[config.mk]
export PLATFORM = sky130hd
export DESIGN_NAME = motor_drive
export DESIGN_NICKNAME = d
export VERILOG_FILES = /design/src/rtl/motor_pkg.sv /design/src/rtl/motor_channel.sv /design/src/rtl/motor_drive.sv
export SDC_FILE = /design/constraint.sdc
export NUM_CORES = 1
export LEC_CHECK = 0
export BUFFER_PORTS_ARGS = -buffer_cell sky130_fd_sc_hd__buf_2
export CORE_AREA = 2 2 164 166
export DETAILED_ROUTE_END_ITERATION = 6
export DIE_AREA = 0 0 166 168
export SLEW_MARGIN = 20
export SYNTH_ARGS = -nofsm -noshare
export SYNTH_HDL_FRONTEND = slang
export SYNTH_SLANG_ARGS = --single-unit
[constraint.sdc]
create_clock -name clk -period 5 [get_ports clk]
set_clock_uncertainty 0.05 [all_clocks]
set_input_delay 1 -clock clk [delete_from_list [all_inputs] [get_ports clk]]
set_output_delay 1 -clock clk [all_outputs]
set_load 0.01 [all_outputs]
[src/rtl/motor_pkg.sv]
// Shared codes for the line-tracker -> motor-drive path: steering states,
// supervisor modes and H-bridge direction encodings.
package motor_pkg;

  localparam int unsigned STATE_W = 3;
  localparam int unsigned MODE_W  = 2;
  localparam int unsigned DIR_W   = 2;
  localparam int unsigned CNT_W   = 32;

  typedef enum logic [STATE_W-1:0] {
    ST_TURN_LEFT   = 3'b000,
    ST_TURN_RIGHT  = 3'b001,
    ST_STRAIGHT    = 3'b010,
    ST_STOP        = 3'b011,
    ST_SHARP_LEFT  = 3'b100,
    ST_SHARP_RIGHT = 3'b101
  } steer_t;

  typedef enum logic [MODE_W-1:0] {
    MODE_IDLE   = 2'd0,
    MODE_RUN    = 2'd1,
    MODE_SEARCH = 2'd2,
    MODE_HALT   = 2'd3
  } mode_t;

  typedef enum logic [DIR_W-1:0] {
    DIR_COAST = 2'b00,
    DIR_REV   = 2'b01,
    DIR_FWD   = 2'b10
  } dir_t;

  typedef enum logic {
    TURN_LEFT  = 1'b0,
    TURN_RIGHT = 1'b1
  } turn_t;

  // Codes 110/111 are undefined on the bus and are read as stop.
  function automatic logic is_stop(input logic [STATE_W-1:0] s);
    return (s == ST_STOP) || (s[2:1] == 2'b11);
  endfunction

endpackage

[src/rtl/motor_channel.sv]
// One wheel: duty/direction ramp updated at PWM boundaries, plus the PWM compare.
module motor_channel
  import motor_pkg::*;
#(
  parameter int unsigned PWM_W     = 10,
  parameter int unsigned RAMP_STEP = 100
) (
  input  logic             clk,
  input  logic             reset,
  input  logic [PWM_W-1:0] cnt,
  input  logic             tick,
  input  logic [PWM_W-1:0] tgt_duty,
  input  logic [DIR_W-1:0] tgt_dir,
  output logic             pwm,
  output logic [DIR_W-1:0] dir
);

  localparam logic [PWM_W-1:0] STEP = PWM_W'(RAMP_STEP);

  logic [PWM_W-1:0] duty;
  logic [PWM_W-1:0] duty_nxt;
  logic [DIR_W-1:0] dir_nxt;

  // Reversal ramps down first; the direction flips only once duty reaches zero.
  always_comb begin
    duty_nxt = duty;
    dir_nxt  = dir;
    if (tick) begin
      if (dir != tgt_dir) begin
        if (duty > STEP) begin
          duty_nxt = duty - STEP;
        end else begin
          duty_nxt = '0;
          dir_nxt  = tgt_dir;
        end
      end else if (duty < tgt_duty) begin
        duty_nxt = ((tgt_duty - duty) > STEP) ? duty + STEP : tgt_duty;
      end else if (duty > tgt_duty) begin
        duty_nxt = ((duty - tgt_duty) > STEP) ? duty - STEP : tgt_duty;
      end
    end
  end

  always_ff @(posedge clk or negedge reset) begin
    if (!reset) begin
      duty <= '0;
      dir  <= DIR_COAST;
      pwm  <= 1'b0;
    end else begin
      duty <= duty_nxt;
      dir  <= dir_nxt;
      pwm  <= (cnt < duty);
    end
  end

endmodule

[src/rtl/motor_drive.sv]
// Steering-state decoder, lost-line supervisor and two ramped H-bridge channels.
module motor_drive
  import motor_pkg::*;
#(
  parameter int unsigned PWM_W         = 10,
  parameter int unsigned DUTY_FAST     = 800,
  parameter int unsigned DUTY_SLOW     = 400,
  parameter int unsigned DUTY_SHARP    = 500,
  parameter int unsigned RAMP_STEP     = 100,
  parameter int unsigned LOST_CYCLES   = 5_000_000,
  parameter int unsigned SEARCH_CYCLES = 100_000_000
) (
  input  logic               clk,
  input  logic               reset,
  input  logic [STATE_W-1:0] state,
  input  logic               start,
  output logic               left_pwm,
  output logic               right_pwm,
  output logic [DIR_W-1:0]   left_dir,
  output logic [DIR_W-1:0]   right_dir,
  output logic [MODE_W-1:0]  mode
);

  localparam logic [PWM_W-1:0] FAST_D  = PWM_W'(DUTY_FAST);
  localparam logic [PWM_W-1:0] SLOW_D  = PWM_W'(DUTY_SLOW);
  localparam logic [PWM_W-1:0] SHARP_D = PWM_W'(DUTY_SHARP);
  localparam logic [CNT_W-1:0] LOST_LAST   = CNT_W'(LOST_CYCLES - 1);
  localparam logic [CNT_W-1:0] SEARCH_LAST = CNT_W'(SEARCH_CYCLES - 1);

  mode_t            mode_q, mode_nxt;
  logic [CNT_W-1:0] stop_cnt, stop_cnt_nxt;
  logic [CNT_W-1:0] search_cnt, search_cnt_nxt;
  turn_t            last_turn, last_turn_nxt;
  logic [PWM_W-1:0] cnt;
  logic             tick;
  logic [PWM_W-1:0] l_duty, r_duty;
  logic [DIR_W-1:0] l_dir, r_dir;

  assign tick = &cnt;
  assign mode = mode_q;

  always_ff @(posedge clk or negedge reset) begin
    if (!reset) begin
      mode_q     <= MODE_IDLE;
      stop_cnt   <= '0;
      search_cnt <= '0;
      last_turn  <= TURN_LEFT;
      cnt        <= '0;
    end else begin
      mode_q     <= mode_nxt;
      stop_cnt   <= stop_cnt_nxt;
      search_cnt <= search_cnt_nxt;
      last_turn  <= last_turn_nxt;
      cnt        <= cnt + PWM_W'(1);
    end
  end

  // Supervisor: lost-line detection, bounded search, halt.
  always_comb begin
    mode_nxt       = mode_q;
    stop_cnt_nxt   = stop_cnt;
    search_cnt_nxt = '0;
    last_turn_nxt  = last_turn;
    unique case (mode_q)
      MODE_IDLE, MODE_HALT: begin
        stop_cnt_nxt = '0;
        if (start) mode_nxt = MODE_RUN;
      end
      MODE_RUN: begin
        if (is_stop(state)) begin
          if (stop_cnt == LOST_LAST) begin
            mode_nxt     = MODE_SEARCH;
            stop_cnt_nxt = '0;
          end else begin
            stop_cnt_nxt = stop_cnt + CNT_W'(1);
          end
        end else begin
          stop_cnt_nxt = '0;
        end
        if (state == ST_TURN_LEFT || state == ST_SHARP_LEFT) last_turn_nxt = TURN_LEFT;
        if (state == ST_TURN_RIGHT || state == ST_SHARP_RIGHT) last_turn_nxt = TURN_RIGHT;
      end
      MODE_SEARCH: begin
        stop_cnt_nxt = '0;
        if (!is_stop(state)) begin
          mode_nxt = MODE_RUN;
        end else if (search_cnt == SEARCH_LAST) begin
          mode_nxt = MODE_HALT;
        end else begin
          search_cnt_nxt = search_cnt + CNT_W'(1);
        end
      end
      default: mode_nxt = MODE_IDLE;
    endcase
  end

  // Wheel targets; a zero target keeps the current direction to avoid needless flips.
  always_comb begin
    l_duty = '0;
    r_duty = '0;
    l_dir  = left_dir;
    r_dir  = right_dir;
    if (mode_q == MODE_RUN) begin
      case (state)
        ST_STRAIGHT:    begin l_duty = FAST_D;  l_dir = DIR_FWD; r_duty = FAST_D;  r_dir = DIR_FWD; end
        ST_TURN_LEFT:   begin l_duty = SLOW_D;  l_dir = DIR_FWD; r_duty = FAST_D;  r_dir = DIR_FWD; end
        ST_TURN_RIGHT:  begin l_duty = FAST_D;  l_dir = DIR_FWD; r_duty = SLOW_D;  r_dir = DIR_FWD; end
        ST_SHARP_LEFT:  begin l_duty = SHARP_D; l_dir = DIR_REV; r_duty = FAST_D;  r_dir = DIR_FWD; end
        ST_SHARP_RIGHT: begin l_duty = FAST_D;  l_dir = DIR_FWD; r_duty = SHARP_D; r_dir = DIR_REV; end
        default: ;
      endcase
    end else if (mode_q == MODE_SEARCH) begin
      l_duty = SLOW_D;
      r_duty = SLOW_D;
      if (last_turn == TURN_LEFT) begin
        l_dir = DIR_REV;
        r_dir = DIR_FWD;
      end else begin
        l_dir = DIR_FWD;
        r_dir = DIR_REV;
      end
    end
  end

  motor_channel #(.PWM_W(PWM_W), .RAMP_STEP(RAMP_STEP)) u_left (
    .clk      (clk),
    .reset    (reset),
    .cnt      (cnt),
    .tick     (tick),
    .tgt_duty (l_duty),
    .tgt_dir  (l_dir),
    .pwm      (left_pwm),
    .dir      (left_dir)
  );

  motor_channel #(.PWM_W(PWM_W), .RAMP_STEP(RAMP_STEP)) u_right (
    .clk      (clk),
    .reset    (reset),
    .cnt      (cnt),
    .tick     (tick),
    .tgt_duty (r_duty),
    .tgt_dir  (r_dir),
    .pwm      (right_pwm),
    .dir      (right_dir)
  );

endmodule

# After elaboration in Yosys (flattened, before gate mapping)
# Index checks and enable logic that the tools add are counted.
# classes
add_sub_neg,11
magnitude_cmp,12
n_eq_ne,17
muxes,39
n_bitwise,2
reduce_logical,20
# ops
op,n
32-bit 2-to-1 mux,5
10-bit 2-to-1 mux,14
32-bit by 1-bit adder with 32-bit output (second input constant),2
32-bit case mux with 2 select lines,1
10-bit by 7-bit greater-than comparator with 1-bit output (second input constant),6
10-bit case mux with 3 select lines,2
10-bit less-than comparator,4
10-bit subtractor,4
32-bit by 23-bit equality test with 1-bit output (second input constant),1
32-bit by 27-bit equality test with 1-bit output (second input constant),1
12-bit AND reduction,2
2-bit 2-to-1 mux,11
11-bit AND reduction,2
10-bit by 7-bit adder with 10-bit output (second input constant),2
10-bit greater-than comparator,2
10-bit by 7-bit subtractor with 10-bit output (second input constant),2
10-bit by 1-bit adder with 10-bit output (second input constant),1
9-bit 2-to-1 mux,1
3-bit OR reduction,3
2-bit case mux with 2 select lines,2
4-bit OR reduction,2
2-bit equality test (second input constant),3
3-bit by 2-bit equality test with 1-bit output (second input constant),2
3-bit equality test (second input constant),2
other kinds (16),24
# word_totals
register_bits,103
inputBits,6
output_inout_bits,8
elab_cells,112

# Longest topological paths before layout
# logic_depth
depth_word,10
depth_mapped,19
ltp_nobuf,15

# Modules after synthesis
# Synthesis repeated with hierarchy kept, for this count alone.
# hier_totals
cells_unflattened,1025
area_unflattened_um2,8640.8
# by_module_without_submodules
module,n_inst,cells_per_inst,area_per_inst_um2,seq_area_each_um2
motor_drive,1,440,4112.7,1926.8
motor_channel (u_left),1,294,2280.9,325.3
motor_channel (u_right),1,291,2247.2,325.3

# Least setup slack after synthesis
# No wires, ideal clock.
# synth_path
path_kind,input to register
from,in state[2]
to,reg u_right.duty[3]
setup_time_ns,0.125
t_arrival_ns,3.843
t_required_ns,4.825
setup_slack_ns,0.982
stages,12
n_path_buf,1
cell_sequence,clkbuf_1 > nand3_1 > inv_1 > ha_1 > or2_4 > nor3b_1 > or4b_4 > a221oi_4 > nor2_4 > and3_1 > a211o_1 > mux2_2
# synth_between
elab_chain_cells,10
elab_cells_between_ends,25
classes_between,add/sub (2); order compare (4); eq/ne (5); mux (9); reduce/logical (5)
# synth_rtl
item,line,rtl
from (decl),motor_drive.sv:15,"input logic [STATE_W-1:0] state,"
"3-bit equality test, or another cell as far along",motor_drive.sv:104,case (state)
3-bit OR reduction (no source line),-,
10-bit case mux with 3 select lines,motor_drive.sv:104,
10-bit 2-to-1 mux,motor_drive.sv:103,if (mode_q == MODE_RUN) begin
10-bit subtractor,motor_channel.sv:39,duty_nxt = ((duty - tgt_duty) > STEP) ? duty - STEP : tgt_duty;
10-bit by 7-bit greater-than comparator with 1-bit output,motor_channel.sv:39,
10-bit 2-to-1 mux,motor_channel.sv:39,
10-bit 2-to-1 mux,motor_channel.sv:38,end else if (duty > tgt_duty) begin
10-bit 2-to-1 mux,motor_channel.sv:36,end else if (duty < tgt_duty) begin
10-bit 2-to-1 mux,motor_channel.sv:29,if (dir != tgt_dir) begin
to (signal assigned),motor_channel.sv:50,duty <= duty_nxt;
to (decl),motor_channel.sv:20,logic [PWM_W-1:0] duty;
# Parallel ways exist; a longest one is shown, timed or not. The select of a mux whose other input is x is not followed.
# A chain may end at the register's enable or synchronous reset.

# Worst setup path in the final report
# layout_path
from,reg mode_q[1] (netlist: mode[1])
to,reg u_right.duty[3]
# layout_between
elab_chain_cells,9
elab_cells_between_ends,20
classes_between,add/sub (2); order compare (4); eq/ne (3); mux (9); reduce/logical (2)
# layout_rtl
item,line,rtl
from (decl),motor_drive.sv:30,"mode_t mode_q, mode_nxt;"
from (signal assigned),motor_drive.sv:50,mode_q <= mode_nxt;
2-bit equality test,motor_drive.sv:112,end else if (mode_q == MODE_SEARCH) begin
9-bit 2-to-1 mux,motor_drive.sv:112,
10-bit 2-to-1 mux,motor_drive.sv:103,
10-bit subtractor,motor_channel.sv:39,
10-bit by 7-bit greater-than comparator with 1-bit output,motor_channel.sv:39,
10-bit 2-to-1 mux,motor_channel.sv:39,
10-bit 2-to-1 mux,motor_channel.sv:38,
10-bit 2-to-1 mux,motor_channel.sv:36,
10-bit 2-to-1 mux,motor_channel.sv:29,
# Parallel ways exist; a longest one is shown, timed or not. The select of a mux whose other input is x is not followed.

==> flow_summary.ini <==
[clocking]
h-tree-depth = 3
holdBufCountCts = 0
clkSlewWorstSetupHoldPaths_ns = 0.07
tritoncts = done
clk_root_buffer_cell = clkbuf_16
ctsResizeCount = 0
cts_made_buffers = 9
clk-insertion-delay-late_ns = 0.36
cts_setup_buffers = 0
clock_path_buffers = 2
numClockSinks = 99

[placed_design]
place.detailed.hpwl_um = 13800
globalplace.congestion = 0.888
dp_slack_ns = 0.614
port_buffers = 13

[global_routing]
grt_max_degree = 69
grt.total_usage = 0.136
grt_antenna_before_repair = 0
first_global_vias = 6408
globalRouteOverflowTotal = 0
wire_length_of_the_first_global_routing_pass_um = 32100

[pwr]
design_power_total_w = 0.00272
power.ir.vdd_worst_mv = 0.168
power-per-cell-area_nw_per_um2 = 323
total_leakage_power_nw = 3.52

[die]
core_um2 = 26400
fp-row-count = 60
design.portCount = 14
floorplan.die.height_um = 168
floorplan.initialDensity = 0.293
dieArea_um2 = 27900
die_width_um = 166

[synthesis]
netlist.area_leader.share = 0.321
seq_area_frac_synth = 0.321
synthTopCellsByArea = dfrtp_1 (32%), ha_1 (9.4%), nor2_1 (6.0%)
netlist_area_um2 = 7720
synth.ff_latch_count = 99
ys.warnings.count = 0
share_of_synthesized_flip_flops_with_an_asynchronous_set_or_reset = 1.00
syn_area_cell_um2 = 8.30
postSynthNetCount = 995
yosys.area.top_type = dfrtp_1
synth_enable_flop_cells = 0
synth_top_flop_cell = dfrtp_1
ys_types = 75
syn_inst = 931

[critical_path]
crit_top_cell = ha_1
critPathMaxFanout = 15
cp_startpoint_kind = register
slowest_stage = ha_1
criticalPathCategory = reg -> reg
path_cells = inv_1 > ha_1 > buf_4 > nand2b_1 > nand2_1 > ha_1 > nand4b_4 > nor3b_1 > o311ai_0 > a221oi_4 > nor2_4 > and3_1 > a211o_1 > mux2_2
cpLargestDelayFamily = simple AND/OR/NAND/NOR gates
timing.critical_path.buf_inv = 2
cp-end-kind = register
cpPeakStageDelay_ns = 0.59
cp_data_required_time_ns = 5.19
critical_path_arrival_ns = 4.34

[run]
drv_cap = 0

[finish]
layout-drive-gt1-share = 0.0535
antenna_cells = 0
final_common_cell = nor2_1
final_cell_mix = nor2_1 (123), dfrtp_1 (99), nand2_1 (83)
finish.net_count = 993
area_growth_from_synthesis_to_layout_pct = 9.01
final.fill_count = 2768

[sta]
setup_violations = 0
final_min_period_over_clock_period = 0.831
min_period_ns = 4.15
max-slew-margin-rel = 0.382
timing.final.ws_setup_ns = 0.846
totalNegativeSetupSlack_ns = 0
finalHoldWorstSlack_ns = 0.401
worst_slew_pin_slew_ns = 0.927
timing_hold_violations_final = 0
fmaxAchievable_mhz = 241
unrepaired_setup_endpoints_after_global_routing = false
slew_viol_final = 0

[route]
wl_um = 18800
viasPerCell = 5.26
drtIter0Drc = 390
detailroute.via_count = 6707
pre_antenna_drt_iters = 5
drc_errors = 0
antenna_violating_nets_post_route = 0
route.detailed.wl_per_inst_um = 14.7

[outcome]
outcome = complete, no violations

[worst_hold_path]
worstHoldPathType = reg -> reg
-- per-layer routing --
layer | global-route usage | wire, µm | vias up
li1 | - | - | 3301
met3 | 0.0313 | 1060 | 19
met2 | 0.223 | 8690 | 156
met5 | 0 | 0 | -
met4 | 0.0299 | 190 | 0
met1 | 0.183 | 8840 | 3231
-- cell usage after synthesis (11+ instances only) --
cell	n
a21o_1	11
a21oi_1	36
and3_1	16
and4_1	12
clkbuf_1	24
dfrtp_1	99
ha_1	58
inv_1	45
nand2_1	83
nand2b_1	13
nand3_1	47
nand4_1	15
nor2_1	123
nor2b_1	12
nor3_1	18
nor4_1	14
o21a_1	19
o21ai_0	39
or3_1	14
xnor2_1	35
xor2_1	47
-- where the power goes --
group	switching, W	internal [W]	total (W)
combinational	0.000757	0.000424	0.00118
clock	0.000340	0.000363	0.000703
sequential	0.0000176	0.000814	0.000832
total	0.00112	0.00160	0.00272
-- path summary, 6_finish.rpt --
path                                          endpoint                start  slack, ns  depth (start not counted)
hold reg to reg                       cnt[0]$_DFF_PN0_     cnt[0]$_DFF_PN0_       0.40                          1
setup reg to reg           u_right.duty[3]$_DFFE_PN0P_  mode[1]$_DFFE_PN0P_       0.85                         14
min in group asynchronous       stop_cnt[10]$_DFF_PN0_                reset       0.73                          1
max in group asynchronous     search_cnt[25]$_DFF_PN0_                reset       3.23                          2
setup / recovery           u_right.duty[3]$_DFFE_PN0P_  mode[1]$_DFFE_PN0P_       0.85                         14
hold / removal                        cnt[0]$_DFF_PN0_     cnt[0]$_DFF_PN0_       0.40                          1
-- flip-flops by register name, summed over array words and instances (netlist names) --
signal and count:
search_cnt 32, stop_cnt 32, cnt 10, u_left.duty 8, u_right.duty 8, mode 2, u_left.dir 2, u_right.dir 2
last_turn 1, u_left.pwm 1, u_right.pwm 1
-- metrics by stage --
step	utilization	instance area (µm²)	cells
floorplan	-	7720	931
global placement	0.308	8130	1259
detailed placement	0.308	8130	1259
CTS	0.320	8420	1275
global route	0.320	8420	1275
finish	0.320	8420	1275
-- layout make-up --
class                      count  area, µm²  area share
sequential                    99       2480       0.294
clock buffer                  10        239      0.0284
clock inverter                 6       53.8     0.00639
multi-input combinational    754       4940       0.586
inverter                      46        173      0.0205
tap                          341        427      0.0507
timing repair buffer          19        113      0.0134
-- worst register-to-register path: stages (launching register included) --
cell and delay [ns]:
dfrtp_1 0.42, inv_1 0.10, ha_1 0.22, buf_4 0.23
nand2b_1 0.28, nand2_1 0.24, ha_1 0.60, nand4b_4 0.15
nor3b_1 0.29, o311ai_0 0.23, a221oi_4 0.48, nor2_4 0.10
and3_1 0.20, a211o_1 0.21, mux2_2 0.25
-- logic make-up after synthesis --
logic type      after synthesis  share of synthesized area
fa+ha+maj                    58                     0.0940
mux                           9                     0.0118
xor+xnor                     82                     0.0930
buf+inv                      78                     0.0400
flops                        99                      0.321
simple gates                409                      0.269
compound gates              196                      0.171
(Power assumes the default switching activity.)
